===== src/rtl/truth_table_sweeper_if.sv =====
// ---------------------------------------------------------------------------
// truth_table_sweeper_if
// Control and result bundle between a host and the truth-table sweeper.
//   start          host -> sweeper  begin a sweep (sampled only when idle)
//   expected[15:0] host -> sweeper  expected truth table, bit i = vector i
//   busy           sweeper -> host  sweep in progress
//   done           sweeper -> host  one-cycle pulse at end of sweep
//   pass           sweeper -> host  no mismatches (valid from done on)
//   truth_table    sweeper -> host  measured S values, bit i = vector i
//   mismatch_count sweeper -> host  number of failing vectors (0..16)
//   fail_valid     sweeper -> host  at least one mismatch this sweep
//   first_fail     sweeper -> host  lowest failing vector index
// Modports: master = host side, slave = sweeper side.
// ---------------------------------------------------------------------------
interface truth_table_sweeper_if;
  logic        start;
  logic [15:0] expected;
  logic        busy;
  logic        done;
  logic        pass;
  logic [15:0] truth_table;
  logic [4:0]  mismatch_count;
  logic        fail_valid;
  logic [3:0]  first_fail;

  modport master (
    output start, expected,
    input  busy, done, pass, truth_table, mismatch_count, fail_valid, first_fail
  );

  modport slave (
    input  start, expected,
    output busy, done, pass, truth_table, mismatch_count, fail_valid, first_fail
  );
endinterface


===== src/rtl/truth_table_sweeper.sv =====
// ---------------------------------------------------------------------------
// truth_table_sweeper
// Drives a 4-input combinational block through all 16 input vectors, holds
// each vector for SETTLE_CYCLES cycles, samples the block's output S, builds
// the measured truth table and compares it against an expected table.
//
// Ports:
//   clk      system clock, rising edge
//   rst      synchronous active-high reset
//   bus      control/result bundle (truth_table_sweeper_if.slave)
//   dut_in   vector driven to the block under test, {a,b,c,d}, a = MSB
//   dut_out  output S of the block under test
//
// Parameters:
//   SETTLE_CYCLES  cycles each vector is held before sampling (1..15)
//
// Optional build macro:
//   STOP_ON_FAIL_EN  when defined, the first mismatching vector ends the
//                    sweep immediately; otherwise all 16 vectors always run.
// ---------------------------------------------------------------------------
module truth_table_sweeper #(
  parameter int SETTLE_CYCLES = 2
) (
  input  logic                  clk,
  input  logic                  rst,
  truth_table_sweeper_if.slave  bus,
  output logic [3:0]            dut_in,
  input  logic                  dut_out
);

  localparam logic [1:0] ST_IDLE   = 2'd0;
  localparam logic [1:0] ST_DRIVE  = 2'd1;
  localparam logic [1:0] ST_SAMPLE = 2'd2;
  localparam logic [1:0] ST_FINISH = 2'd3;

  // Last settle count value before moving to SAMPLE
  localparam logic [3:0] SETTLE_LAST = 4'(SETTLE_CYCLES - 1);

  logic [1:0]  state;
  logic [3:0]  index;
  logic [3:0]  settle_cnt;
  logic [15:0] expected_q;
  logic [15:0] truth_table_q;
  logic [4:0]  mismatch_q;
  logic        fail_valid_q;
  logic [3:0]  first_fail_q;
  logic        pass_q;

  logic        miss;
  logic [4:0]  mismatch_next;
  logic        sweep_end;

  // Compare the sampled output against the latched expectation; the updated
  // count is needed in the same cycle so pass is valid while done is high.
  assign miss          = (dut_out != expected_q[index]);
  assign mismatch_next = mismatch_q + {4'b0000, miss};

`ifdef STOP_ON_FAIL_EN
  assign sweep_end = (index == 4'd15) || miss;
`else
  assign sweep_end = (index == 4'd15);
`endif

  // Sweep sequencer: accept start, walk vectors, sample, report
  always_ff @(posedge clk) begin
    if (rst) begin
      state         <= ST_IDLE;
      index         <= 4'd0;
      settle_cnt    <= 4'd0;
      expected_q    <= 16'd0;
      truth_table_q <= 16'd0;
      mismatch_q    <= 5'd0;
      fail_valid_q  <= 1'b0;
      first_fail_q  <= 4'd0;
      pass_q        <= 1'b0;
    end else begin
      case (state)
        ST_IDLE: begin
          if (bus.start) begin
            expected_q    <= bus.expected;
            truth_table_q <= 16'd0;
            mismatch_q    <= 5'd0;
            fail_valid_q  <= 1'b0;
            first_fail_q  <= 4'd0;
            pass_q        <= 1'b0;
            index         <= 4'd0;
            settle_cnt    <= 4'd0;
            state         <= ST_DRIVE;
          end
        end
        ST_DRIVE: begin
          settle_cnt <= settle_cnt + 4'd1;
          if (settle_cnt == SETTLE_LAST) begin
            state <= ST_SAMPLE;
          end
        end
        ST_SAMPLE: begin
          truth_table_q[index] <= dut_out;
          mismatch_q           <= mismatch_next;
          if (miss && !fail_valid_q) begin
            fail_valid_q <= 1'b1;
            first_fail_q <= index;
          end
          if (sweep_end) begin
            pass_q <= (mismatch_next == 5'd0);
            state  <= ST_FINISH;
          end else begin
            index      <= index + 4'd1;
            settle_cnt <= 4'd0;
            state      <= ST_DRIVE;
          end
        end
        ST_FINISH: begin
          state <= ST_IDLE;
        end
        default: begin
          state <= ST_IDLE;
        end
      endcase
    end
  end

  // index is not advanced past the final vector, so dut_in keeps it in IDLE
  assign dut_in             = index;
  assign bus.busy           = (state != ST_IDLE);
  assign bus.done           = (state == ST_FINISH);
  assign bus.pass           = pass_q;
  assign bus.truth_table    = truth_table_q;
  assign bus.mismatch_count = mismatch_q;
  assign bus.fail_valid     = fail_valid_q;
  assign bus.first_fail     = first_fail_q;

endmodule


===== src/flat_wrapper.sv =====
// flat-port wrapper written by rule: the top's interface ports become plain ports
module truth_table_sweeper_flat 
#(
  parameter int SETTLE_CYCLES = 2
)
  (clk, rst, dut_in, dut_out, bus_start, bus_expected, bus_busy, bus_done, bus_pass, bus_truth_table, bus_mismatch_count, bus_fail_valid, bus_first_fail);
  truth_table_sweeper_if bus_i ();
  input  logic clk;
  input  logic rst;
  output logic [3:0] dut_in;
  input  logic dut_out;
  input wire logic [$bits(bus_i.start)-1:0] bus_start;
  input wire logic [$bits(bus_i.expected)-1:0] bus_expected;
  output wire logic [$bits(bus_i.busy)-1:0] bus_busy;
  output wire logic [$bits(bus_i.done)-1:0] bus_done;
  output wire logic [$bits(bus_i.pass)-1:0] bus_pass;
  output wire logic [$bits(bus_i.truth_table)-1:0] bus_truth_table;
  output wire logic [$bits(bus_i.mismatch_count)-1:0] bus_mismatch_count;
  output wire logic [$bits(bus_i.fail_valid)-1:0] bus_fail_valid;
  output wire logic [$bits(bus_i.first_fail)-1:0] bus_first_fail;
  assign bus_i.start = bus_start;
  assign bus_i.expected = bus_expected;
  assign bus_busy = bus_i.busy;
  assign bus_done = bus_i.done;
  assign bus_pass = bus_i.pass;
  assign bus_truth_table = bus_i.truth_table;
  assign bus_mismatch_count = bus_i.mismatch_count;
  assign bus_fail_valid = bus_i.fail_valid;
  assign bus_first_fail = bus_i.first_fail;
  truth_table_sweeper #(.SETTLE_CYCLES(SETTLE_CYCLES)) u_core (.clk(clk), .rst(rst), .bus(bus_i), .dut_in(dut_in), .dut_out(dut_out));
endmodule

===== config.mk =====
export PLATFORM = sky130hd
export DESIGN_NAME = truth_table_sweeper_flat
export DESIGN_NICKNAME = d
export VERILOG_FILES = /design/src/rtl/truth_table_sweeper_if.sv /design/src/rtl/truth_table_sweeper.sv /design/src/flat_wrapper.sv
export SDC_FILE = /design/constraint.sdc
export NUM_CORES = 1
export LEC_CHECK = 0
export BUFFER_PORTS_ARGS = -buffer_cell sky130_fd_sc_hd__buf_2
export CORE_MARGIN = 3
export CORE_UTILIZATION = 49
export CTS_CLUSTER_DIAMETER = 100
export DETAILED_ROUTE_END_ITERATION = 10
export MAX_ROUTING_LAYER = met4
export PLACE_DENSITY = 0.82
export RECOVER_POWER = 25
export SLEW_MARGIN = 40
export SYNTH_ARGS = -nofsm -noshare
export SYNTH_HDL_FRONTEND = slang
export SYNTH_SLANG_ARGS = --single-unit

===== constraint.sdc =====
create_clock -name clk -period 2.7 [get_ports clk]
set_input_delay 0.54 -clock clk [delete_from_list [all_inputs] [get_ports clk]]
set_output_delay 0.54 -clock clk [all_outputs]
set_load 0.005 [all_outputs]

# Word-level counts from Yosys, hierarchy flattened
# Cells that the tools add are included.
totals:
  inputBits: 20
  out_inout_bits: 33
  reg_bits: 53
op_classes:
  addsub: 3
  muxes: 25
  order_cmp: 2
  n_eq_ne: 11
  n_reduce_logical: 15
op_table:
  columns: ["cell", "n"]
  rows:
  - ["$pmux 16 s2", 1]
  - ["$bwmux 16", 1]
  - ["$mux 16", 1]
  - ["$mux 4", 4]
  - ["$pmux 4 s2", 2]
  - ["$pmux 4 s3", 1]
  - ["$reduce_and 3->1", 4]
  - ["$pmux 5 s2", 1]
  - ["$add 4x1->4 const B", 2]
  - ["$pmux 2 s4", 1]
  - ["$mux 2", 3]
  - ["$ne 2x1->1 const B", 3]
  - ["$reduce_and 2->1", 3]
  - ["$add 5x1->5", 1]
  - ["$logic_not 5->1", 1]
  - ["$lt 4x5->1 const B", 1]
  - ["$mux 1", 5]
  - ["$mux 5", 1]
  - ["$bmux 1 s4", 1]
  - ["$demux 1 s4", 1]
  - ["$eq 2x2->1 const B", 2]
  - ["$eq 4x1->1 const B", 1]
  - ["$eq 4x4->1 const B", 1]
  - ["$ge 4x1->1 const B", 1]
  - ["other kinds (9)", 13]

# Logic depth before layout (Yosys ltp)
logic_depth:
  depth_word: 7
  ltp_mapped: 11
  depth_no_buf: 10

# Worst setup path before layout
# OpenSTA, ideal clock, no wires.
synth_timing:
  path_type: "flip-flop to flip-flop"
  from: "reg u_core.index[1] (netlist: u_core.dut_in[1])"
  to: "reg u_core.pass_q (netlist: u_core.bus.pass)"
  stages_incl_launch_ff: 11
  synth_period_minus_slack_ns: 2.697
  required_ns: 2.630
  t_arrival_ns: 2.627
  setup_slack_ns: 0.003
  path_buffers: 1
  setup_time_ns: 0.070
  path_cell_list: "dfxtp_1 buf_6 mux2_2 mux4_2 mux2i_1 xnor2_1 ha_1 ha_1 nor4_1 o2111ai_1 a21oi_1"
synth_via:
  elab_chain_cells: 7
  elab_cells_between_ends: 10
synth_rtl:
  columns: ["element", "line", "text"]
  rows:
  - ["start: declaration", "truth_table_sweeper.sv:40", "logic [3:0] index;"]
  - ["start signal: assignment", "truth_table_sweeper.sv:108", "index <= index + 4'd1;"]
  - ["$bmux 1 s4", "truth_table_sweeper.sv:55", "assign miss = (dut_out != expected_q[index]);"]
  - ["$mux 1 (not written as such)", "truth_table_sweeper.sv:55", null]
  - ["$ne 1x1->1", "truth_table_sweeper.sv:55", null]
  - ["$add 5x1->5", "truth_table_sweeper.sv:56", "assign mismatch_next = mismatch_q + {4'b0000, miss};"]
  - ["$logic_not 5->1", "truth_table_sweeper.sv:105", "pass_q <= (mismatch_next == 5'd0);"]
  - ["$mux 1", "truth_table_sweeper.sv:104", "if (sweep_end) begin"]
  - ["$pmux 1 s2", "truth_table_sweeper.sv:77", "case (state)"]
  - ["end signal: assignment", "truth_table_sweeper.sv:105", null]
  - ["end: declaration", "truth_table_sweeper.sv:47", "logic pass_q;"]
# Several ways; a longest one is shown, not always the timed one. The select of a mux whose other input is x is not followed.
# A chain may end at the register's enable or synchronous reset.

# Worst setup path after layout
layout_timing:
  from: "reg u_core.index[1] (netlist: u_core.dut_in[1])"
  to: "reg u_core.mismatch_q[3] (netlist: u_core.bus.mismatch_count[3])"
layout_via:
  elab_chain_cells: 5
layout_rtl:
  columns: ["element", "line", "text"]
  rows:
  - ["$bmux 1 s4", "truth_table_sweeper.sv:55", null]
  - ["$mux 1 (not written as such)", "truth_table_sweeper.sv:55", null]
  - ["$ne 1x1->1", "truth_table_sweeper.sv:55", null]
  - ["$add 5x1->5", "truth_table_sweeper.sv:56", null]
  - ["$pmux 5 s2", "truth_table_sweeper.sv:77", null]
  - ["end signal: assignment", "truth_table_sweeper.sv:99", "mismatch_q <= mismatch_next;"]
  - ["end: declaration", "truth_table_sweeper.sv:44", "logic [4:0] mismatch_q;"]
# No other way between the ends. The select of a mux whose other input is x is not followed.

==> metrics.csv <==
metric,value,unit
status,finished with violations,
violations,negative setup slack,
ctsHoldBuffers,0,
vias_per_cell,5.71,
worst_slew_pin_slew,0.680,ns
synth_top_flop_cell,dfxtp_1,
cts.sinks,53,
final_common_cell,dfxtp_1,
rsz0062_at_grt,true,
cts_buffers,5,
clkSlewWorstSetupHoldPaths,0.10,ns
ant_nets,0,
cts_buffer_depth,2,
cts_tree,built,
multiInputGateArea,1450,sq um
fin_nets,385,
cp-start-kind,register,
layout-drive-gt1-share,0.249,
rows,25,
cp-end-kind,register,
period_minus_slack,2.74,ns
grt_start_max_net_pins,56,
synth_fp_nets,334,
hold_viol_final,0,
area_growth,19.9,%
holdCritPathClass,in -> reg,
drt_first_pass_iters,5,
gp_congestion,0.814,
grt_util_all_layers,0.216,
die_h,78.4,um
gr-total-overflow,0,
grt_pass1_vias,2200,
dieArea,6150,sq um
regArea,1060,sq um
pre_cts_ws,-0.214,ns
cts-root-buf,clkbuf_8,
pwr_density_cell,457,nW/um^2
max_freq,365,MHz
synth_edf_count,0,
synth_cell_types,43,
coreArea,4880,sq um
grt_antenna_before_repair,0,
avgRoutedWirePerCell,14.7,um
p_total,1.41,mW
fin_skew,0.00874,ns
nFillCells,424,
ir_drop,258,uV
dr.first_iter.drc_count,236,
slew_headroom,0.545,
synthCells,306,
ios,53,
fp.dieW,78.4,um
critical_path_class,reg -> reg,
synthArstFlopShare,0,
drc,0,
setup_viol,3,
crit_required,2.93,ns
drv_slew,0,
avgSynthCellArea,8.39,sq um
period_share,1.02,
clock_latency,0.31,ns
hpwl,4070,um
n_antenna_cell,0,
ys_seq_elements,53,
routed_wl,6260,um
syn-cell-area,2570,sq um
setup_tns,-0.104,ns
numPortBuffers,52,
path_max_fanout,5,
p_leak,1.25,nW
drv_cap,0,
yosysWarnings,0,
grt_pass1_wl,10400,um
h-tree-depth,2,
fin_ws,-0.0429,ns
final_cell_mix,"dfxtp_1 (52), nand2_1 (50), a21oi_1 (47), buf_2 (46), nor2_1 (18)",
routed-via-count,2427,
ys_seq_area_frac,0.413,
critPathArrivalTime,2.98,ns
start_util,0.526,
[critical path, stage by stage (launching register included)]
cell and delay (ns):
dfxtp_4 0.38, buf_12 0.12, mux2_2 0.33, mux4_2 0.50, mux2i_4 0.21, xnor2_2 0.15
ha_2 0.23, nand3_1 0.10, xnor2_1 0.21, nor2_1 0.10, buf_4 0.16, nor3_1 0.17
[timing repair]
action / in CTS / in global routing
endpoints found under the hold margin: 0 / 0
endpoints found under the setup margin: 3 / 3
gates resized for setup: 8 / 7
pin swaps: 5 / 7
buffers inserted: 2 / 2
[kinds of logic (layout without fill, tap and decap cells)]
group           count (synthesis)  after routing  synth area share
mux                            16             16            0.0813
compound gates                 76             76             0.172
fa+ha+maj                       8              8            0.0390
xor+xnor                        6              6            0.0205
simple gates                  120            120             0.227
buf+inv                        27             79            0.0468
flops                          53             53             0.413
[layer usage]
| metal | share of wire | vias up | global-route usage | wire length (um) |
|---|---|---|---|---|
| met4 | 0.017 | 0 | 0.0874 | 109 |
| met3 | 0.059 | 13 | 0.0367 | 372 |
| met2 | 0.46 | 106 | 0.336 | 2900 |
| li1 | - | 1195 | - | - |
| met1 | 0.46 | 1113 | 0.280 | 2880 |
| met5 | 0 | - | - | 0 |
[where the power goes]
part / switching, mW / internal [mW] / total (mW) / leakage (nW)
registers: 0.0160 / 0.800 / 0.816 / 0.431
logic: 0.0863 / 0.0616 / 0.148 / 0.776
clock network: 0.264 / 0.180 / 0.443 / 0.0439
total: 0.366 / 1.04 / 1.41 / 1.25
[through the flow]
stage                     area, sq um  instances  hold slack (ns)   util
after global routing             3080        425            0.465  0.631
after detailed placement         2890        413            0.450  0.593
final                            3080        425            0.459  0.631
after floorplan                  2570        306            0.432      -
after CTS                        3030        423            0.456  0.622
after global placement           2890        413            0.446  0.592
[final timing paths]
check / from / to / slack, ns / cells after the start
setup / recovery: u_core.dut_in[1] / u_core.bus.mismatch_count[3] / -0.04 / 11
hold / removal: bus_expected[1] / u_core.expected_q[1] / 0.46 / 3
setup reg to reg: u_core.dut_in[1] / u_core.bus.mismatch_count[3] / -0.04 / 11
hold reg to reg: u_core.expected_q[14] / u_core.expected_q[14] / 0.46 / 2
[sequential cells by signal (all words and copies together) (netlist names)]
register,cells
u_core.bus.fail_valid,1
u_core.bus.first_fail,4
u_core.bus.mismatch_count,5
u_core.bus.pass,1
u_core.bus.truth_table,16
u_core.dut_in,4
u_core.expected_q,16
u_core.settle_cnt,4
u_core.state,2
[layout make-up]
cell class / count / share of cell area
clock buffer: 5 / 0.0223
clock inverter: 3 / 0.00569
inverter: 4 / 0.00487
multi-input combinational: 226 / 0.469
sequential: 53 / 0.346
tap: 67 / 0.0272
timing repair buffer: 67 / 0.125
[Yosys cell counts (all sizes together) (4+ instances only)]
library cell / number / share of area
o211ai: 9 / 0.026
ha: 8 / 0.039
nand3: 5 / 0.0097
nor3: 5 / 0.0097
mux2i: 4 / 0.016
dfxtp: 53 / 0.41
inv: 4 / 0.0058
o21ai: 6 / 0.012
nor2: 19 / 0.031
xor2: 4 / 0.014
nand4: 15 / 0.037
clkbuf: 19 / 0.032
a21oi: 47 / 0.092
nand2b: 6 / 0.015
nand2: 50 / 0.073
mux2: 10 / 0.048
nor2b: 4 / 0.0097
buf: 4 / 0.0093
(Power assumes the default switching activity.)
